--- src/rtl/shape_det_pkg.sv ---
// ---------------------------------------------------------------------------
// shape_det_pkg
//
// Shared types and constants for the shape pattern detector.
//   - det_state_e : frame-tracking states (HUNT plus the four expected runs)
//   - DEF_*       : default run-length expectations for the L/H/L/H frame
//   - ERR_W/ERR_MAX : error counter width and its saturation value
//   - err_inc()   : saturating increment for the error counter
// ---------------------------------------------------------------------------
package shape_det_pkg;

    // HUNT waits for a 1->0 transition; R0..R3 track the low/high/low/high
    // runs of one frame in order.
    typedef enum logic [2:0] {
        HUNT = 3'd0,
        R0   = 3'd1,
        R1   = 3'd2,
        R2   = 3'd3,
        R3   = 3'd4
    } det_state_e;

    localparam int DEF_RUNW = 4;
    localparam int DEF_L0   = 4;
    localparam int DEF_H1   = 2;
    localparam int DEF_L2   = 1;
    localparam int DEF_H3   = 4;

    localparam int                ERR_W   = 8;
    localparam logic [ERR_W-1:0]  ERR_MAX = 8'd255;

    // Error counter increment that sticks at ERR_MAX instead of wrapping.
    function automatic logic [ERR_W-1:0] err_inc(input logic [ERR_W-1:0] cnt);
        logic [ERR_W-1:0] result;
        if (cnt == ERR_MAX) begin
            result = cnt;
        end else begin
            result = cnt + ERR_W'(1);
        end
        return result;
    endfunction

endpackage

--- src/rtl/sck_edge_sync.sv ---
// ---------------------------------------------------------------------------
// sck_edge_sync
//
// Brings the producer's sck/shape pair into the clk domain and flags the
// mid-bit sampling point (falling edge of the synchronised sck).
//
// Ports:
//   clk       in  : system clock
//   rst       in  : synchronous active-high reset
//   enable    in  : qualifies the sample event (synchronisers always run)
//   sck_in    in  : asynchronous bit clock from the producer
//   shape_in  in  : asynchronous serial waveform from the producer
//   sample_ev out : one-cycle pulse on a synchronised sck falling edge
//   shape_s   out : synchronised shape, valid to sample when sample_ev is high
// ---------------------------------------------------------------------------
module sck_edge_sync
    import shape_det_pkg::*;
(
    input  logic clk,
    input  logic rst,
    input  logic enable,
    input  logic sck_in,
    input  logic shape_in,
    output logic sample_ev,
    output logic shape_s
);

    logic sck_meta_q,   sck_meta_d;
    logic sck_sync_q,   sck_sync_d;
    logic sck_prev_q,   sck_prev_d;
    logic shape_meta_q, shape_meta_d;
    logic shape_sync_q, shape_sync_d;

    // Two-flop chains for both inputs, plus one extra sck stage so the edge
    // detector compares two already-stable samples. These keep running while
    // enable is low so that re-enabling never sees a stale edge.
    always_comb begin
        sck_meta_d   = sck_in;
        sck_sync_d   = sck_meta_q;
        sck_prev_d   = sck_sync_q;
        shape_meta_d = shape_in;
        shape_sync_d = shape_meta_q;
    end

    always_ff @(posedge clk) begin
        if (rst) begin
            sck_meta_q   <= 1'b0;
            sck_sync_q   <= 1'b0;
            sck_prev_q   <= 1'b0;
            shape_meta_q <= 1'b0;
            shape_sync_q <= 1'b0;
        end else begin
            sck_meta_q   <= sck_meta_d;
            sck_sync_q   <= sck_sync_d;
            sck_prev_q   <= sck_prev_d;
            shape_meta_q <= shape_meta_d;
            shape_sync_q <= shape_sync_d;
        end
    end

    // Sampling on the falling edge keeps us half a bit away from the
    // producer's launch edge, so shape has long settled through its own
    // synchroniser by the time we look at it.
    assign sample_ev = ~sck_sync_q & sck_prev_q & enable;
    assign shape_s   = shape_sync_q;

endmodule

--- src/rtl/shape_pattern_detector.sv ---
// ---------------------------------------------------------------------------
// shape_pattern_detector
//
// Samples the producer's serial waveform once per sck period and checks the
// run lengths of equal samples against an L0/H1/L2/H3 (low/high/low/high)
// frame. Reports a match pulse per good frame, a lock flag and a saturating
// frame-error count.
//
// Ports:
//   clk      in           : system clock
//   rst      in           : synchronous active-high reset
//   enable   in           : when low, sample events are ignored, state held
//   sck_in   in           : producer bit clock (asynchronous)
//   shape_in in           : producer serial waveform (changes on sck rise)
//   match    out          : one-cycle pulse per verified frame
//   locked   out          : set by a match, cleared by any error
//   err_cnt  out [ERR_W]  : frame error count, saturates at ERR_MAX
//   run_len  out [RUNW]   : current run length (debug)
// ---------------------------------------------------------------------------
module shape_pattern_detector
    import shape_det_pkg::*;
#(
    parameter int RUNW = DEF_RUNW,
    parameter int L0   = DEF_L0,
    parameter int H1   = DEF_H1,
    parameter int L2   = DEF_L2,
    parameter int H3   = DEF_H3
) (
    input  logic             clk,
    input  logic             rst,
    input  logic             enable,
    input  logic             sck_in,
    input  logic             shape_in,
    output logic             match,
    output logic             locked,
    output logic [ERR_W-1:0] err_cnt,
    output logic [RUNW-1:0]  run_len
);

    localparam logic [RUNW-1:0] RUN_MAX = '1;
    localparam logic [RUNW-1:0] RUN_ONE = RUNW'(1);
    localparam logic [RUNW-1:0] L0_RUN  = RUNW'(L0);
    localparam logic [RUNW-1:0] H1_RUN  = RUNW'(H1);
    localparam logic [RUNW-1:0] L2_RUN  = RUNW'(L2);
    localparam logic [RUNW-1:0] H3_RUN  = RUNW'(H3);

    logic sample_ev;
    logic shape_s;

    det_state_e       state_q,    state_d;
    logic [RUNW-1:0]  run_q,      run_d;
    logic             last_bit_q, last_bit_d;
    logic             match_q,    match_d;
    logic             locked_q,   locked_d;
    logic [ERR_W-1:0] err_cnt_q,  err_cnt_d;
    logic             frame_err;

    sck_edge_sync u_sync (
        .clk       (clk),
        .rst       (rst),
        .enable    (enable),
        .sck_in    (sck_in),
        .shape_in  (shape_in),
        .sample_ev (sample_ev),
        .shape_s   (shape_s)
    );

    // Frame checker. Everything except match holds its value between sample
    // events, which is also how enable gating works: sample_ev already
    // carries enable. Within a run state the current run's polarity is known
    // from the state itself, so "same bit" and "transition" are decided from
    // shape_s directly; last_bit only matters in HUNT, where we need to see a
    // genuine 1->0 edge before trusting a new low run.
    always_comb begin
        state_d    = state_q;
        run_d      = run_q;
        last_bit_d = last_bit_q;
        match_d    = 1'b0;
        locked_d   = locked_q;
        err_cnt_d  = err_cnt_q;
        frame_err  = 1'b0;

        if (sample_ev) begin
            last_bit_d = shape_s;

            unique case (state_q)
                HUNT: begin
                    if (!shape_s && last_bit_q) begin
                        state_d = R0;
                        run_d   = RUN_ONE;
                    end else begin
                        run_d   = '0;
                    end
                end

                R0: begin
                    if (!shape_s) begin
                        if (run_q == RUN_MAX) frame_err = 1'b1;
                        else                  run_d     = run_q + RUN_ONE;
                    end else if (run_q == L0_RUN) begin
                        state_d = R1;
                        run_d   = RUN_ONE;
                    end else begin
                        frame_err = 1'b1;
                    end
                end

                R1: begin
                    if (shape_s) begin
                        if (run_q == RUN_MAX) frame_err = 1'b1;
                        else                  run_d     = run_q + RUN_ONE;
                    end else if (run_q == H1_RUN) begin
                        state_d = R2;
                        run_d   = RUN_ONE;
                    end else begin
                        frame_err = 1'b1;
                    end
                end

                R2: begin
                    if (!shape_s) begin
                        if (run_q == RUN_MAX) frame_err = 1'b1;
                        else                  run_d     = run_q + RUN_ONE;
                    end else if (run_q == L2_RUN) begin
                        state_d = R3;
                        run_d   = RUN_ONE;
                    end else begin
                        frame_err = 1'b1;
                    end
                end

                R3: begin
                    if (shape_s) begin
                        if (run_q == RUN_MAX) frame_err = 1'b1;
                        else                  run_d     = run_q + RUN_ONE;
                    end else if (run_q == H3_RUN) begin
                        // The 1->0 edge that closes this frame is also the
                        // first sample of the next frame's opening low run.
                        match_d  = 1'b1;
                        locked_d = 1'b1;
                        state_d  = R0;
                        run_d    = RUN_ONE;
                    end else begin
                        frame_err = 1'b1;
                    end
                end

                default: begin
                    state_d = HUNT;
                    run_d   = '0;
                end
            endcase

            // A single error takes us to HUNT, and HUNT never raises errors,
            // so each bad frame bumps the counter exactly once.
            if (frame_err) begin
                state_d   = HUNT;
                run_d     = '0;
                locked_d  = 1'b0;
                err_cnt_d = err_inc(err_cnt_q);
            end
        end
    end

    // State and output registers. last_bit resets high so that a stream
    // starting low right after reset is taken as a 1->0 edge.
    always_ff @(posedge clk) begin
        if (rst) begin
            state_q    <= HUNT;
            run_q      <= '0;
            last_bit_q <= 1'b1;
            match_q    <= 1'b0;
            locked_q   <= 1'b0;
            err_cnt_q  <= '0;
        end else begin
            state_q    <= state_d;
            run_q      <= run_d;
            last_bit_q <= last_bit_d;
            match_q    <= match_d;
            locked_q   <= locked_d;
            err_cnt_q  <= err_cnt_d;
        end
    end

    assign match   = match_q;
    assign locked  = locked_q;
    assign err_cnt = err_cnt_q;
    assign run_len = run_q;

endmodule

--- config.mk ---
export PLATFORM = sky130hd
export DESIGN_NAME = shape_pattern_detector
export DESIGN_NICKNAME = d
export VERILOG_FILES = /design/src/rtl/shape_det_pkg.sv /design/src/rtl/sck_edge_sync.sv /design/src/rtl/shape_pattern_detector.sv
export SDC_FILE = /design/constraint.sdc
export NUM_CORES = 1
export LEC_CHECK = 0
export CORE_UTILIZATION = 60
export CTS_BUF_LIST = sky130_fd_sc_hd__clkbuf_8
export CTS_CLUSTER_DIAMETER = 120
export DETAILED_ROUTE_END_ITERATION = 7
export HOLD_SLACK_MARGIN = 0.12
export PLACE_DENSITY = 0.94
export SYNTH_ARGS = -nofsm -noshare
export SYNTH_HDL_FRONTEND = slang
export SYNTH_SLANG_ARGS = --single-unit
export TNS_END_PERCENT = 10
--- constraint.sdc ---
create_clock -name clk -period 4.41 [get_ports clk]
set_input_delay 1.1025 -clock clk [delete_from_list [all_inputs] [get_ports clk]]
set_output_delay 1.1025 -clock clk [all_outputs]
set_load 0.05 [all_outputs]
Word-level counts from Yosys, hierarchy flattened
Index checks and enable logic that the tools add are counted.

storage, ports and cells
  output and inout bits = 14
  flip-flop bits (word level) = 23
  word-level logic and storage cells = 87
  bits of input ports = 5

operators by class
  bitwise logic cells = 6
  multiplexer cells = 37
  add/subtract/negate cells = 2
  reductions and logical operators = 10
  equality and inequality tests = 21

operators by type and width
  kind                                                                    number
  4-bit two-way mux                                                       9
  3-bit two-way mux                                                       10
  3-bit != test (second input constant)                                   7
  4-bit case mux with 5 select lines                                      1
  1-bit two-way mux                                                       15
  3-bit case mux with 5 select lines                                      1
  10-bit AND reduction                                                    1
  8-bit by 1-bit adder with 8-bit output (second input constant)          1
  8-bit equality test (second input constant)                             1
  3-bit by 2-bit equality test with 1-bit output (second input constant)  2
  3-bit by 2-bit != test with 1-bit output (second input constant)        2
  3-bit AND reduction                                                     2
  4-bit by 1-bit adder with 4-bit output (second input constant)          1
  4-bit by 1-bit equality test with 1-bit output (second input constant)  1
  4-bit by 2-bit equality test with 1-bit output (second input constant)  1
  4-bit by 3-bit equality test with 1-bit output (second input constant)  1
  4-bit equality test (second input constant)                             1
  4-bit by 3-bit != test with 1-bit output (second input constant)        1
  4-bit != test (second input constant)                                   1
  1-bit NOT                                                               4
  1-bit case mux with 4 select lines                                      1
  4-bit AND reduction                                                     1
  2-bit nonzero test                                                      2
  4-bit OR reduction                                                      1
  other kinds (7)                                                         8

Logic depth before layout (Yosys ltp)
  word-level depth = 7
  depth in mapped cells = 9
  mapped depth without buffers = 8

Modules after synthesis
Synthesis repeated with hierarchy kept, for this count alone.

unflattened totals
  cell total of the unflattened synthesis = 178
  area, all modules = 1531.5 µm²

modules (own cells, without submodules)
  module                  instances  area each (µm²)  sequential area each (µm²)  cells each
  shape_pattern_detector  1          1391.3           360.3                       167
  sck_edge_sync           1          140.1            100.1                       11

Worst setup path before layout
No wires, ideal clock.

  path kind = reg2reg
  start = register run_q[0] (netlist: run_len[0])
  end = register err_cnt_q[5] (netlist: err_cnt[5])
  period minus slack after synthesis = 2.480 ns
  library setup time = 0.071 ns
  buffers on the path = 0
  data required time = 4.339 ns
  arrival time = 2.409 ns
  stages on the path, launching flop included = 9
  setup slack = 1.930 ns
  cells stage by stage = dfxtp_1 -> inv_1 -> ha_1 -> nand3b_1 -> a21oi_1 -> o31ai_4 -> nand2_4 -> or4_1 -> a21oi_1

on the way
  cells in the longest elaborated chain, start to end = 6
  elaborated cells on any way between the ends = 15

ends and longest elaborated chain
  element                                                                       RTL line                                                      text
  from (decl)                                                                   shape_pattern_detector.sv:51                                  logic [RUNW-1:0] run_q, run_d;
  from (signal assigned)                                                        shape_pattern_detector.sv:177                                 run_q <= run_d;
  4-bit by 3-bit equality test with 1-bit output, or another cell as far along  shape_pattern_detector.sv:100, shape_pattern_detector.sv:136
  1-bit two-way mux, on equally long branches (2 in a row)                      n/a
  1-bit case mux with 4 select lines *                                          shape_pattern_detector.sv:86                                  unique case (state_q)
  1-bit two-way mux *                                                           shape_pattern_detector.sv:83                                  if (sample_ev) begin
  3-bit AND reduction (no line) *                                               n/a
  to (signal assigned)                                                          shape_pattern_detector.sv:181                                 err_cnt_q <= err_cnt_d;
  to (decl)                                                                     shape_pattern_detector.sv:55                                  logic [ERR_W-1:0] err_cnt_q, err_cnt_d;

Mark *: on every way between the ends. The rest lies on a longest branch, timed or not. The select of a mux whose other input is x is not followed.
A chain may end at the register's enable or synchronous reset.

Final worst setup path
  start = input port enable
  end = register err_cnt_q[5] (netlist: err_cnt[5])

on the way
  cells in the longest elaborated chain, start to end = 2

ends and longest elaborated chain
  element                        RTL line                      text
  from (decl)                    shape_pattern_detector.sv:31  input logic enable,
  1-bit bitwise AND              sck_edge_sync.sv:64           assign sample_ev = ~sck_sync_q & sck_prev_q & enable;
  3-bit AND reduction (no line)  n/a

No other way between the ends.

==> flow_summary.yaml <==
status:
  outcome: "completed"
floorplan:
  start_util_pct: 63.3
  core_area_um2: 2210
  die_x_um: 50.3
  dieArea_um2: 2530
  row_count: 17
  dieHeight_um: 50.3
  pin_count: 19
synthesis:
  synth_top_area_share_pct: 32.9
  syn-num-nets: 178
  postSynthCellCount: 168
  synth_edf_count: 0
  synth.top_cells.by_area: "dfxtp_1 33%, ha_1 4.5%, a21oi_1 4.3%"
  yosys_warnings: 0
  synth_area_um2: 1400
  synth-async-reset-ratio_pct: 0
  synthFlopType: "dfxtp_1"
  synth_top_area_cell: "dfxtp_1"
  avgSynthCellArea_um2: 8.33
  synthDistinctLibCells: 54
  yosysSeqAreaShare_pct: 32.9
  synth_seq_cells: 23
sta:
  finalHoldViolCount: 0
  maxSlewViolCount: 0
  tightest_slew_ns: 0.757
  min_period_ns: 3.27
  finalSetupViolations: 0
  min_period_over_period_pct: 74.2
  max_slew_margin_pct: 49.4
  fin_ws_ns: 1.14
  fmax_mhz: 306
  rsz0062_at_grt: "false"
  timing.clock.skew_ns: 0.00301
  finalSetupTns_ns: 0
placement:
  gp_congestion: 0.878
  portBuffers: 18
  dp_cells: 203
  pre_cts_slack_ns: 0.938
  dp_hpwl_um: 2190
grt:
  grt_pass1_wl_um: 5190
  grt_max_degree: 23
  grt_usage_pct: 27.4
  antenna_found_initial: 0
  grt_pass1_vias: 1227
  gr-total-overflow: 0
clocking:
  clockBufferDepth: 2
  ctsResizeCount: 0
  tritoncts: "done"
  cts_setup_buffers: 0
  cts_buffers: 3
  cts_num_sinks: 23
  clockRootBuffer: "clkbuf_8"
  clk_pin_slew_ns: 0.07
  clk-insertion-delay-late_ns: 0.26
  ctsHoldBuffers: 0
  cts_htree_levels: 1
setup_path:
  worst-path-stages: 7
  critPathMaxStageDelay_ns: 0.49
  start_kind: "input pin"
  required_ns: 4.58
  reg2regPathDepth: 7
  path_cells: "clkdlybuf4s50_1, nand3b_1, a41oi_1, o21a_2, nand2_4, or4_1, a21oi_1"
  endpoint_kind: "flip-flop"
  crit_family: "simple AND/OR/NAND/NOR gates"
  crit_buf_inv: 1
  crit_arrival_ns: 3.44
  crit_path_top_delay_cell: "or4_1"
  worstSetupPathType: "input pin to flip-flop"
  worstPathMaxFanout: 18
pwr:
  total_power_mw: 0.361
  power.density_nw_per_um2: 225
  p_leak_nw: 0.539
  peakVddDrop_mv: 0.290
route:
  highest_layer: "met4"
  antenna_left: 0
  wl_met1_um: 1320
  finalWirelength_um: 3120
  met2_length_um: 1490
  vias: 1333
  drc: 0
  wl_met3_um: 209
  drt_iter0_drc: 47
  vias_per_cell: 6.44
  drt_pass1_iterations: 4
  wl_per_cell_um: 15.1
cells_and_area:
  area.growth.synth_to_final_pct: 14.7
  layout_commonest_cell: "dfxtp_1"
  final_cell_mix: "23 x dfxtp_1, 18 x clkdlybuf4s50_1, 12 x a21oi_1"
  antennaDiodeCount: 0
  drive_above_1_share_pct: 6.15
  fin_nets: 190
  final_cells: 207
run:
  max-cap-violations: 0
worst_hold_path:
  hold_depth: 1
  hold_class: "flip-flop to flip-flop"
## layout make-up
cell class,instances,area (um^2)
clock inverters,1,3.75
fillers,172,606
clock buffers,3,41.3
well taps,28,35.0
inverters,6,22.5
repair buffers,18,180
multi-input cells,128,863
flip-flops and latches,23,460
## worst paths after layout
check / startpoint / slack [ns] / endpoint
hold / removal: u_sync.shape_meta_q$_SDFF_PP0_ / 0.44 / u_sync.shape_s$_SDFF_PP0_
hold reg to reg: u_sync.shape_meta_q$_SDFF_PP0_ / 0.44 / u_sync.shape_s$_SDFF_PP0_
setup / recovery: enable / 1.14 / err_cnt[5]$_SDFFE_PP0P_
setup reg to reg: run_len[0]$_SDFFE_PP0P_ / 1.88 / err_cnt[5]$_SDFFE_PP0P_
## state kept, by name, summed over array words and instances, names as in the netlist
register,cells
err_cnt,8
u_sync.sck_meta_q,1
u_sync.shape_meta_q,1
last_bit_q,1
match,1
state_q,3
u_sync.sck_prev_d,1
u_sync.shape_s,1
u_sync.sck_prev_q,1
run_len,4
locked,1
## metal layers
metal	vias up	global-route usage, %
met1	601	32.6
met2	71	42.7
met5	-	0
met3	10	4.85
li1	651	-
met4	0	22.2
## kinds of logic (layout without fill, tap and decap cells)
family / Yosys count / in the layout / share of synthesized area [%]
buf+inv: 17 / 28 / 5.45
flops: 23 / 23 / 32.9
xor+xnor: 3 / 3 / 1.88
compound gates: 49 / 49 / 26.0
simple gates: 69 / 69 / 27.8
fa+ha+maj: 5 / 5 / 4.47
mux: 2 / 2 / 1.52
## synth_stat cells, types with 2 or more instances
master     n
nor2b_1    8
or3_1      3
o21ai_0    5
nor2_1    11
or4_1      2
and3_1     4
nor3_1     6
a211oi_1   3
nor4_1     2
inv_1      6
nand2b_1   2
o211ai_1   2
buf_2      3
nand3b_1   4
nand3_1    9
and2_1     2
ha_1       5
a31oi_1    3
xor2_1     2
clkbuf_1   6
o31ai_1    2
dfxtp_1   23
a32o_1     2
a21oi_1   12
a22o_1     2
nand2_1   11
## report_power, final
part | total (mW) | switching [mW] | internal (mW)
clock | 0.124 | 0.0621 | 0.0621
sequential | 0.213 | 0.00278 | 0.210
combinational | 0.0238 | 0.0132 | 0.0105
total | 0.361 | 0.0781 | 0.283
## stage by stage
step / hold WS, ns / area [um^2] / util [%]
6_report: 0.437 / 1610 / 72.6
5_1_grt: 0.469 / 1610 / 72.6
4_1_cts: 0.439 / 1610 / 72.6
3_5_place_dp: 0.422 / 1560 / 70.6
3_3_place_gp: 0.417 / 1560 / 70.6
2_1_floorplan: 0.414 / 1400 / -
(Power assumes the default switching activity.)
